==> src/rtl/memory_arbiter.sv <==
// Two-port round-robin arbiter in front of a single-port word memory.
// Port 0 is instruction fetch, port 1 is data. Each transaction takes
// IDLE (grant) -> ACCESS (memory driven) -> RESP (one-cycle ack).
// Addresses at or beyond SIZE never reach the memory as writes and
// complete with err set and rdata cleared.
module memory_arbiter #(
    parameter int SIZE = 80
) (
    input  logic        clock,
    input  logic        reset,
    input  logic        req0,
    input  logic        req1,
    input  logic        we0,
    input  logic        we1,
    input  logic [31:0] addr0,
    input  logic [31:0] addr1,
    input  logic [31:0] wdata0,
    input  logic [31:0] wdata1,
    output logic        ack0,
    output logic        ack1,
    output logic [31:0] rdata,
    output logic        err,
    output logic [31:0] mem_address,
    output logic        mem_mode,
    output logic [31:0] mem_data_in,
    input  logic [31:0] mem_data_out
);

    typedef enum logic [1:0] {
        IDLE   = 2'd0,
        ACCESS = 2'd1,
        RESP   = 2'd2
    } state_t;

    state_t      r_state;
    state_t      w_nextState;

    logic        r_lastGrant;
    logic        r_grant;
    logic        r_we;
    logic [31:0] r_addr;
    logic [31:0] r_wdata;
    logic [31:0] r_rdata;
    logic        r_err;

    logic        w_anyReq;
    logic        w_winner;
    logic        w_winWe;
    logic [31:0] w_winAddr;
    logic [31:0] w_winWdata;
    logic        w_inRange;

    // Unsigned full-width bound check on the latched address.
    assign w_inRange = (r_addr < 32'(SIZE));
    assign w_anyReq  = req0 | req1;

    // Winner selection: lone requester wins, contention goes to the port not served last.
    always_comb begin
        w_winner   = 1'b0;
        w_winWe    = we0;
        w_winAddr  = addr0;
        w_winWdata = wdata0;
        if (req0 && req1) begin
            w_winner = ~r_lastGrant;
        end else if (req1) begin
            w_winner = 1'b1;
        end
        if (w_winner) begin
            w_winWe    = we1;
            w_winAddr  = addr1;
            w_winWdata = wdata1;
        end
    end

    // State register; reset drops straight back to IDLE, which also kills any write in flight.
    always_ff @(posedge clock or posedge reset) begin
        if (reset) begin
            r_state <= IDLE;
        end else begin
            r_state <= w_nextState;
        end
    end

    // Next state and memory/ack outputs; memory is only driven during ACCESS.
    always_comb begin
        w_nextState = r_state;
        ack0        = 1'b0;
        ack1        = 1'b0;
        mem_mode    = 1'b0;
        mem_address = 32'd0;
        mem_data_in = 32'd0;
        case (r_state)
            IDLE: begin
                if (w_anyReq) begin
                    w_nextState = ACCESS;
                end
            end
            ACCESS: begin
                mem_address = r_addr;
                mem_data_in = r_wdata;
                mem_mode    = r_we & w_inRange;
                w_nextState = RESP;
            end
            RESP: begin
                ack0        = ~r_grant;
                ack1        = r_grant;
                w_nextState = IDLE;
            end
            default: begin
                w_nextState = IDLE;
            end
        endcase
    end

    // Transaction capture at grant, and result capture at the end of ACCESS.
    always_ff @(posedge clock or posedge reset) begin
        if (reset) begin
            r_lastGrant <= 1'b1;
            r_grant     <= 1'b0;
            r_we        <= 1'b0;
            r_addr      <= 32'd0;
            r_wdata     <= 32'd0;
            r_rdata     <= 32'd0;
            r_err       <= 1'b0;
        end else begin
            if (r_state == IDLE && w_anyReq) begin
                r_grant     <= w_winner;
                r_lastGrant <= w_winner;
                r_we        <= w_winWe;
                r_addr      <= w_winAddr;
                r_wdata     <= w_winWdata;
            end
            if (r_state == ACCESS) begin
                r_rdata <= (!r_we && w_inRange) ? mem_data_out : 32'd0;
                r_err   <= ~w_inRange;
            end
        end
    end

    assign rdata = r_rdata;
    assign err   = r_err;

endmodule
==> config.mk <==
export PLATFORM = sky130hd
export DESIGN_NAME = memory_arbiter
export DESIGN_NICKNAME = d
export VERILOG_FILES = /design/src/rtl/memory_arbiter.sv
export SDC_FILE = /design/constraint.sdc
export NUM_CORES = 1
export LEC_CHECK = 0
export CAP_MARGIN = 20
export CORE_ASPECT_RATIO = 2
export CORE_UTILIZATION = 46
export CTS_BUF_LIST = sky130_fd_sc_hd__clkbuf_8
export DETAILED_ROUTE_END_ITERATION = 8
export PLACE_DENSITY = 0.89
export SLEW_MARGIN = 5
export SYNTH_ARGS = -nofsm -noshare
export SYNTH_HDL_FRONTEND = slang
export SYNTH_SLANG_ARGS = --single-unit
==> constraint.sdc <==
create_clock -name clock -period 7.75 [get_ports clock]
set_input_delay 1.9375 -clock clock [delete_from_list [all_inputs] [get_ports clock]]
set_output_delay 1.9375 -clock clock [all_outputs]
set_load 0.05 [all_outputs]
==> results by group <==
Outcome
  – Run status: finished clean

Synthesis
  – Post-synth cell types: 29
  – Ys Warns: 0
  – Synth top area cells: dfrtp_1, mux2_2, o41ai_2
  – Synthesized net count: slightly above 600
  – Area leader, netlist: dfrtp_1
  – Syn avg cell area: roughly 12 sq um
  – Synthesized cell area: about 0.0055 sq mm
  – Post-synthesis cell count: between 400 and 500
  – Yosys reg bits: between 100 and 150
  – Post-synth top area share: 45.6%
  – Post-synthesis sequential area ratio: 46.1%

Power
  – Lkg Pwr: around 3.6 nW
  – Power Dens Cells: approximately 320 mW/mm^2
  – Worst VDD drop: 190 uV
  – Tot Pwr: ~2.7 mW

Timing
  – Slew Viols, Final: 0
  – Final setup viols: 0
  – Slew @ Worst Pin: roughly 700 ps
  – F_max: about 200 MHz
  – Setup_tns: 0 ps
  – Clock skew: between 15 and 20 ps
  – Post-route minimum period: around 5000 ps
  – Slew headroom: a little over half
  – Part of the cycle the worst path needs: 64.6%
  – RSZ-0062 raised after global routing: false
  – Final Hold Fails: 0

Critical path
  – Critical-path top delay cell: clkdlybuf4s50_1
  – CP Cell Sequence: nand2b_1 -> buf_4 -> inv_1 -> buf_4 -> and2_1 -> clkdlybuf4s50_1
  – CP Max Fanout: 47
  – Crit. End Element: primary output
  – Startpoint Class: flop
  – CP arrival: just over 3000 ps
  – CP max stage delay: about 800 ps
  – CP Data Required Time: 5810 ps
  – Worst setup path category: flop to primary output
  – Crit path top cell by count: buf_4
  – Top Family by Delay on Critical Path: buffers and inverters
  – Bufs and invs on worst path: 4

CTS
  – Post-CTS Setup Bufs: 0
  – Worst-path clk slew: approximately 90 ps
  – Max Buffers Root-to-Sink: 2
  – CTS sink cnt: just over 100
  – Clock Latency Late Sink: ~370 ps
  – Post-CTS Resized: 0
  – Clk root buf: clkbuf_8
  – CTS Buf Count: 9
  – Hold buffers post-CTS: 0
  – H-tree Lvls: 3
  – CTS tree: built

Cells and area
  – Area grow syn2layout: 52.1%
  – Layout cells sized above 1: roughly a fifth
  – NumNets Final: slightly below 900
  – FILL cells: 843
  – ANT cells: 0

Place
  – Port Buffers: 265
  – RD Place Congestion: about 0.82
  – Dpl hpwl: 11.7 mm

GRT
  – Total GRT Usage: around a quarter
  – Largest net degree at the start of global routing: 58
  – Vias in the first global route: 4,681
  – First-pass GRT wire length: about 23 mm
  – Initial antenna violation count: 0
  – GRT Residual Overflow: 0

Die
  – Chip Width: around 80 um
  – Die footprint: roughly 0.013 sq mm
  – Core area: 0.0117 sq mm
  – Die span in y: 157 um
  – Initial core utilization: 47.3%
  – Ports: 266
  – Rows: 56

Routing
  – Drt drc: 0
  – DRT iter0 DRCs: between 150 and 200
  – Via/cell ratio: ~5.2
  – Vias: 4,452
  – Avg WL per Cell: ~18 um
  – Drt pass-1 iters: 4
  – Final Routed Wirelength: 15.1 mm
  – Antenna viol nets, final: 0

Worst hold path
  – Min-delay worst type: flop to flop

Run
  – Max-cap viol count: 0
-- per-layer routing --
layer	GRT usage, %	wire length, um	vias up
li1	-	-	2061
met1	24.8	5180	2164
met2	46.6	8500	193
met3	5.80	991	34
met4	9.70	458	0
met5	0	0	-
-- power by group --
part	total [mW]	internal (mW)	switching, mW
clock network	0.337	0.157	0.180
registers	0.849	0.722	0.127
logic	1.54	0.642	0.901
total	2.73	1.52	1.21
-- Yosys cell counts (all sizes together) --
cell,n
a21boi,1
a21oi,1
a31oi,1
and2,64
buf,21
clkbuf,14
dfrtp,101
dfstp,1
inv,36
mux2,128
mux2i,2
nand2,33
nand2b,1
nand4,2
nor2,1
nor3,2
nor3b,2
nor4,5
nor4b,1
o21a,1
o21ai,2
o22a,1
o41ai,32
-- cells in the final DEF (no fill, tap or decap), types with 3 or more instances in the layout --
cell type and count:
buf_4 8, clkdlybuf4s50_1 265, nand2_1 33, mux2_2 88, mux2_1 40, o41ai_1 4, inv_1 35, and2_1 64
dfrtp_1 101, o41ai_2 28, clkbuf_8 10, nor4_1 3
-- tightest hold or removal path, stage by stage (launching register included) --
cell and delay, ps:
dfrtp_1 350, nand2_1 60, o41ai_2 50
-- area by class of cell --
| cell class | instances | area (sq um) | share of cell area, % |
|---|---|---|---|
| clock inverters | 5 | 60.1 | 0.712 |
| multi-input cells | 280 | 2650 | 31.4 |
| inverters | 36 | 138 | 1.63 |
| clock buffers | 10 | 138 | 1.63 |
| flip-flops and latches | 102 | 2550 | 30.3 |
| well taps | 145 | 181 | 2.15 |
| repair buffers | 273 | 2710 | 32.2 |
-- sequential cells by signal, indices dropped and copies added (netlist names) --
signal and flops:
r_grant 1, r_state 2, r_we 1, r_wdata 32
r_addr 32, r_lastGrant 1, rdata 32, err 1
-- through the flow --
stage / utilization [%] / instances / worst slack [ps] / area (sq um) / hold WS [ps]
finish: 72.0 / 851 / 2750 / 8430 / 488
global route: 72.0 / 851 / 2530 / 8430 / 507
CTS: 72.0 / 851 / 2720 / 8430 / 492
detailed placement: 70.3 / 836 / 3140 / 8230 / 460
global placement: 70.3 / 836 / 3200 / 8230 / 461
floorplan: - / 453 / 3140 / 5540 / 472
-- cell families after synthesis --
kind of cell | share of synthesized area (%)
flops | 46.1
buf+inv | 6.37
simple gates | 11.5
mux | 26.4
compound gates | 9.67
-- path summary, 6_finish.rpt --
check	from	to	slack, ps	cells after the start
worst min register to register	rdata[15]	rdata[15]	490	2
min in group asynchronous	reset	rdata[2]	2000	2
worst max register to register	r_state[0]	r_addr[6]	5360	4
worst min-delay path	rdata[15]	rdata[15]	490	2
worst max-delay path	r_state[1]	mem_data_in[0]	2750	6
max in group asynchronous	reset	r_addr[28]	4610	3
Power figures use the tool's default switching activity.
==> RTL change 1: new RTL, config.mk and constraints unchanged <==
Reset style: synchronous (`reset`), changed in 2 clocked blocks.
--- a/src/rtl/memory_arbiter.sv
+++ b/src/rtl/memory_arbiter.sv
@@ -73,7 +73,7 @@
     end
 
     // State register; reset drops straight back to IDLE, which also kills any write in flight.
-    always_ff @(posedge clock or posedge reset) begin
+    always_ff @(posedge clock) begin
         if (reset) begin
             r_state <= IDLE;
         end else begin
@@ -113,7 +113,7 @@
     end
 
     // Transaction capture at grant, and result capture at the end of ACCESS.
-    always_ff @(posedge clock or posedge reset) begin
+    always_ff @(posedge clock) begin
         if (reset) begin
             r_lastGrant <= 1'b1;
             r_grant     <= 1'b0;
Function: differs if reset is asserted again (counterexample within 4 cycles, from zero or initial values and one cycle with reset high); with reset held inactive, the same outputs for 10 cycles.
==> RTL change 1 against the unedited design <==
- die area is 18% lower
- worst setup slack gained 410 ps
- non-clock buffer count shrank 1
- maximum frequency increased by 9.0%
- sequential cell count unchanged
- synthesized area shrank 19%
- register-to-register slack improved by 310 ps
- highest routed layer unchanged
- via count down 1.3%
- wire length is 5.1% lower
- cell area decreased by 12%
- critical path type unchanged
Power is not compared: it rests on default switching activity, and its combinational part moved more than twofold at a synthesized area within 25%.
==> RTL change 1: results (changes against the unedited design) <==
* DP Area at 7180 µm² (was 8230 µm²)
* Synth unique cells at 24 (was 29)
* Share of layout cells above drive strength 1 at 3.67% (was 20.8%)
* Main area contributors after synthesis: dfxtp_1, mux2i_1, a211oi_1 (was dfrtp_1, mux2_2, o41ai_2)
* Ys async rst share at 0% (was 100%)
* DRT iter0 DRCs at 207 (was 166)
* Outcome: finished clean (unchanged)
* Sequential share of the synthesized area at 45.4% (was 46.1%)
* Syn nets at 630 (was 619)
* CP startpoint: r_state[0] (was r_state[1])
* Max Fanout on Critical Path at 39 (was 47)
* Grt met3 use at 7.24% (was 5.80%)
* Arrival @ worst endpoint at 2650 ps (was 3070 ps)
* GRT Total Usage at 28.1% (was 24.5%)
* Post-DP HPWL at 10.8 mm (was 11.7 mm)
* GPL Wtd Cong at 0.777 (was 0.816)
* Number of global-route vias before repair at 4431 (was 4681)
* Dominant synthesized flop cell: dfxtp_1 (was dfrtp_1)
* GRT met1 Usage at 27.4% (was 24.8%)
* Largest net degree at the start of global routing at 73 (was 58)
* Critical path capture point: mem_data_in[22] (was mem_data_in[0])
* Clock Path Buffers at 2 (unchanged)
* Vias per cell at 5.24 (was 5.23)
* Met2 GRT Util at 53.0% (was 46.6%)
* First-pass GRT wire length at 22.0 mm (was 23.2 mm)
* Post-synth top cells: dfxtp_1, nor2_1, mux2i_1 (was dfrtp_1, mux2_2, and2_1)
* Fin crit period at 4590 ps (was 5000 ps)
* Hold depth at 1 (was 2)
* Slowest Stage Delay on Critical Path at 830 ps (was 810 ps)
* Reg2Reg Depth at 4 (unchanged)
* WL/cell at 17.1 µm (was 17.8 µm)
* Reg-to-reg slack, setup at 5670 ps (was 5360 ps)
* Worst reg2reg endpoint: r_addr[17] (was r_addr[6])
## RTL change 1: logic make-up (layout without fill, tap and decap cells)
| group | after synthesis | count (layout) | share of synthesized area (%) |
|---|---|---|---|
| and+or+nand+nor | 152 | 152 | 17.8 |
| AOI/OAI and AO/OA | 101 | 101 | 17.6 |
| muxes | 66 | 66 | 14.7 |
| buffers and inverters | 43 | 288 | 4.56 |
| DFF | 102 | 102 | 45.4 |
## RTL change 1: layout make-up
type                       instances  area (µm²)
clock buffer                       9         124
clock inverter                     6        80.1
timing repair buffer             272        2720
inverter                           1        3.75
fill                             620        2040
tap                              130         163
sequential                       102        2040
multi-input combinational        319        2280
## RTL change 1: power by group
group          total, W  switching (W)  internal, W
clock          0.000346       0.000168     0.000177
sequential     0.000594      0.0000278     0.000566
combinational  0.000346       0.000179     0.000167
total           0.00129       0.000375     0.000910
## RTL change 1: layer usage
metal	wire, µm	part of all wire (%)
met1	4970	35
met3	1010	7.0
met5	0	0
met4	586	4.1
met2	7800	54
## RTL change 1: metrics by stage
step,instances,hold slack (ps)
after detailed placement,823,465
after global routing,839,500
after global placement,823,461
after floorplan,464,445
after CTS,838,487
final,839,482
## RTL change 1: worst register-to-register path, delay by kind of cell, from the launching register on
| family | cells | cell delay [ps] |
|---|---|---|
| muxes | 1 | 350 |
| buffers and inverters | 1 | 870 |
| DFF | 1 | 350 |
| AOI/OAI and AO/OA | 2 | 430 |
## RTL change 1: worst min-delay path by stage
stage / from / endpoint / slack, ps
finish: rdata[0] / rdata[0] / 480
CTS: rdata[0] / rdata[0] / 490
detailed placement: rdata[10] / rdata[10] / 460
global placement: rdata[29] / rdata[29] / 460
floorplan: r_lastGrant / r_lastGrant / 450
global route: rdata[0] / rdata[0] / 500
==> RTL change 2: new RTL, same settings <==
Without the edit above. Change the parameter `SIZE` from 80 to 40.
--- a/src/rtl/memory_arbiter.sv
+++ b/src/rtl/memory_arbiter.sv
@@ -4,7 +4,7 @@
 // Addresses at or beyond SIZE never reach the memory as writes and
 // complete with err set and rdata cleared.
 module memory_arbiter #(
-    parameter int SIZE = 80
+    parameter int SIZE = 40
 ) (
     input  logic        clock,
     input  logic        reset,
Behaviour: not the same (a bounded check fails within 4 cycles, from zero or initial values and one cycle with reset high).
==> RTL change 2 against the unedited design <==
- sequential cell count stayed put
- power grew 1.5%
- worst setup slack worse by 500 ps
- cell area grew 2.4%
- wire length grew 4.9%
- cell count is the same
- synthesized area grew 3.6%
- critical endpoint is now mem_address[11]
- largest cell class is now multi-input gates
==> RTL change 2: results (changes against the unedited design) <==
* Power per cell area at 321 nW/µm² (was 324 nW/µm²)
* Leakage at 3.70 nW (was 3.56 nW)
* Non-clock buffer share at 31.7% (was 32.2%)
* Post-DP HPWL at 12.5 mm (was 11.7 mm)
* Post-synthesis mux area share at 27.6% (was 26.4%)
* Worst vdd ir at 282 µV (was 190 µV)
* Fillers at 863 (was 843)
* WL/cell at 18.7 µm (was 17.8 µm)
* Met2 GRT Util at 46.9% (was 46.6%)
* Max Fanout on Critical Path at 37 (was 47)
* First-pass GRT wire length at 24.7 mm (was 23.2 mm)
* Sequential share of the synthesized area at 44.5% (was 46.1%)
* Outcome: finished clean (unchanged)
* DP Area at 8390 µm² (was 8230 µm²)
* Nets at 865 (was 868)
* Vias at 4478 (was 4452)
* GRT Total Usage at 25.2% (was 24.5%)
* Area of the multi-input gates at 2820 µm² (was 2650 µm²)
* Post-route met1 wirelength at 5.44 mm (was 5.18 mm)
* Complex-gate fraction of the synthesized area at 8.98% (was 9.67%)
* Multi-input gates at 278 (was 280)
* Main area contributors after synthesis: dfrtp_1, mux2_2, o41ai_2 (unchanged)
* Post-synth top cells: mux2_2, dfrtp_1, and2_1 (was dfrtp_1, mux2_2, and2_1)
* Slew margin rel. at 38.1% (was 52.1%)
* Cell count after synthesis at 450 (was 453)
* Largest net degree at the start of global routing at 63 (was 58)
* DRT iter0 DRCs at 164 (was 166)
* Clock buffers at 9 (was 10)
* Reg2Reg Depth at 5 (was 4)
* DP Cell Count at 834 (was 836)
* GRT met1 Usage at 25.7% (was 24.8%)
## RTL change 2: changes by cell type after synthesis, moves of 4 or more
| cell | change |
|---|---|
| mux2_4 | +27 |
| buf_2 | +4 |
| mux2_1 | -40 |
| clkbuf_1 | -11 |
| mux2_2 | +15 |
## RTL change 2: path summary, 6_finish.rpt
check	slack, ps	endpoint	from
worst max-delay path	2240	mem_address[11]	r_state[1]
worst min-delay path	490	rdata[26]	rdata[26]
worst max register to register	5290	err	r_state[1]
worst min register to register	490	rdata[26]	rdata[26]
max in group asynchronous	4620	r_wdata[15]	reset
min in group asynchronous	2010	r_wdata[0]	reset
## RTL change 2: where the power goes
group | total, W | internal, W | leakage (nW) | switching, W
Clock | 0.000358 | 0.000158 | 0.105 | 0.000200
Sequential | 0.000877 | 0.000720 | 1.26 | 0.000157
Combinational | 0.00153 | 0.000662 | 2.33 | 0.000872
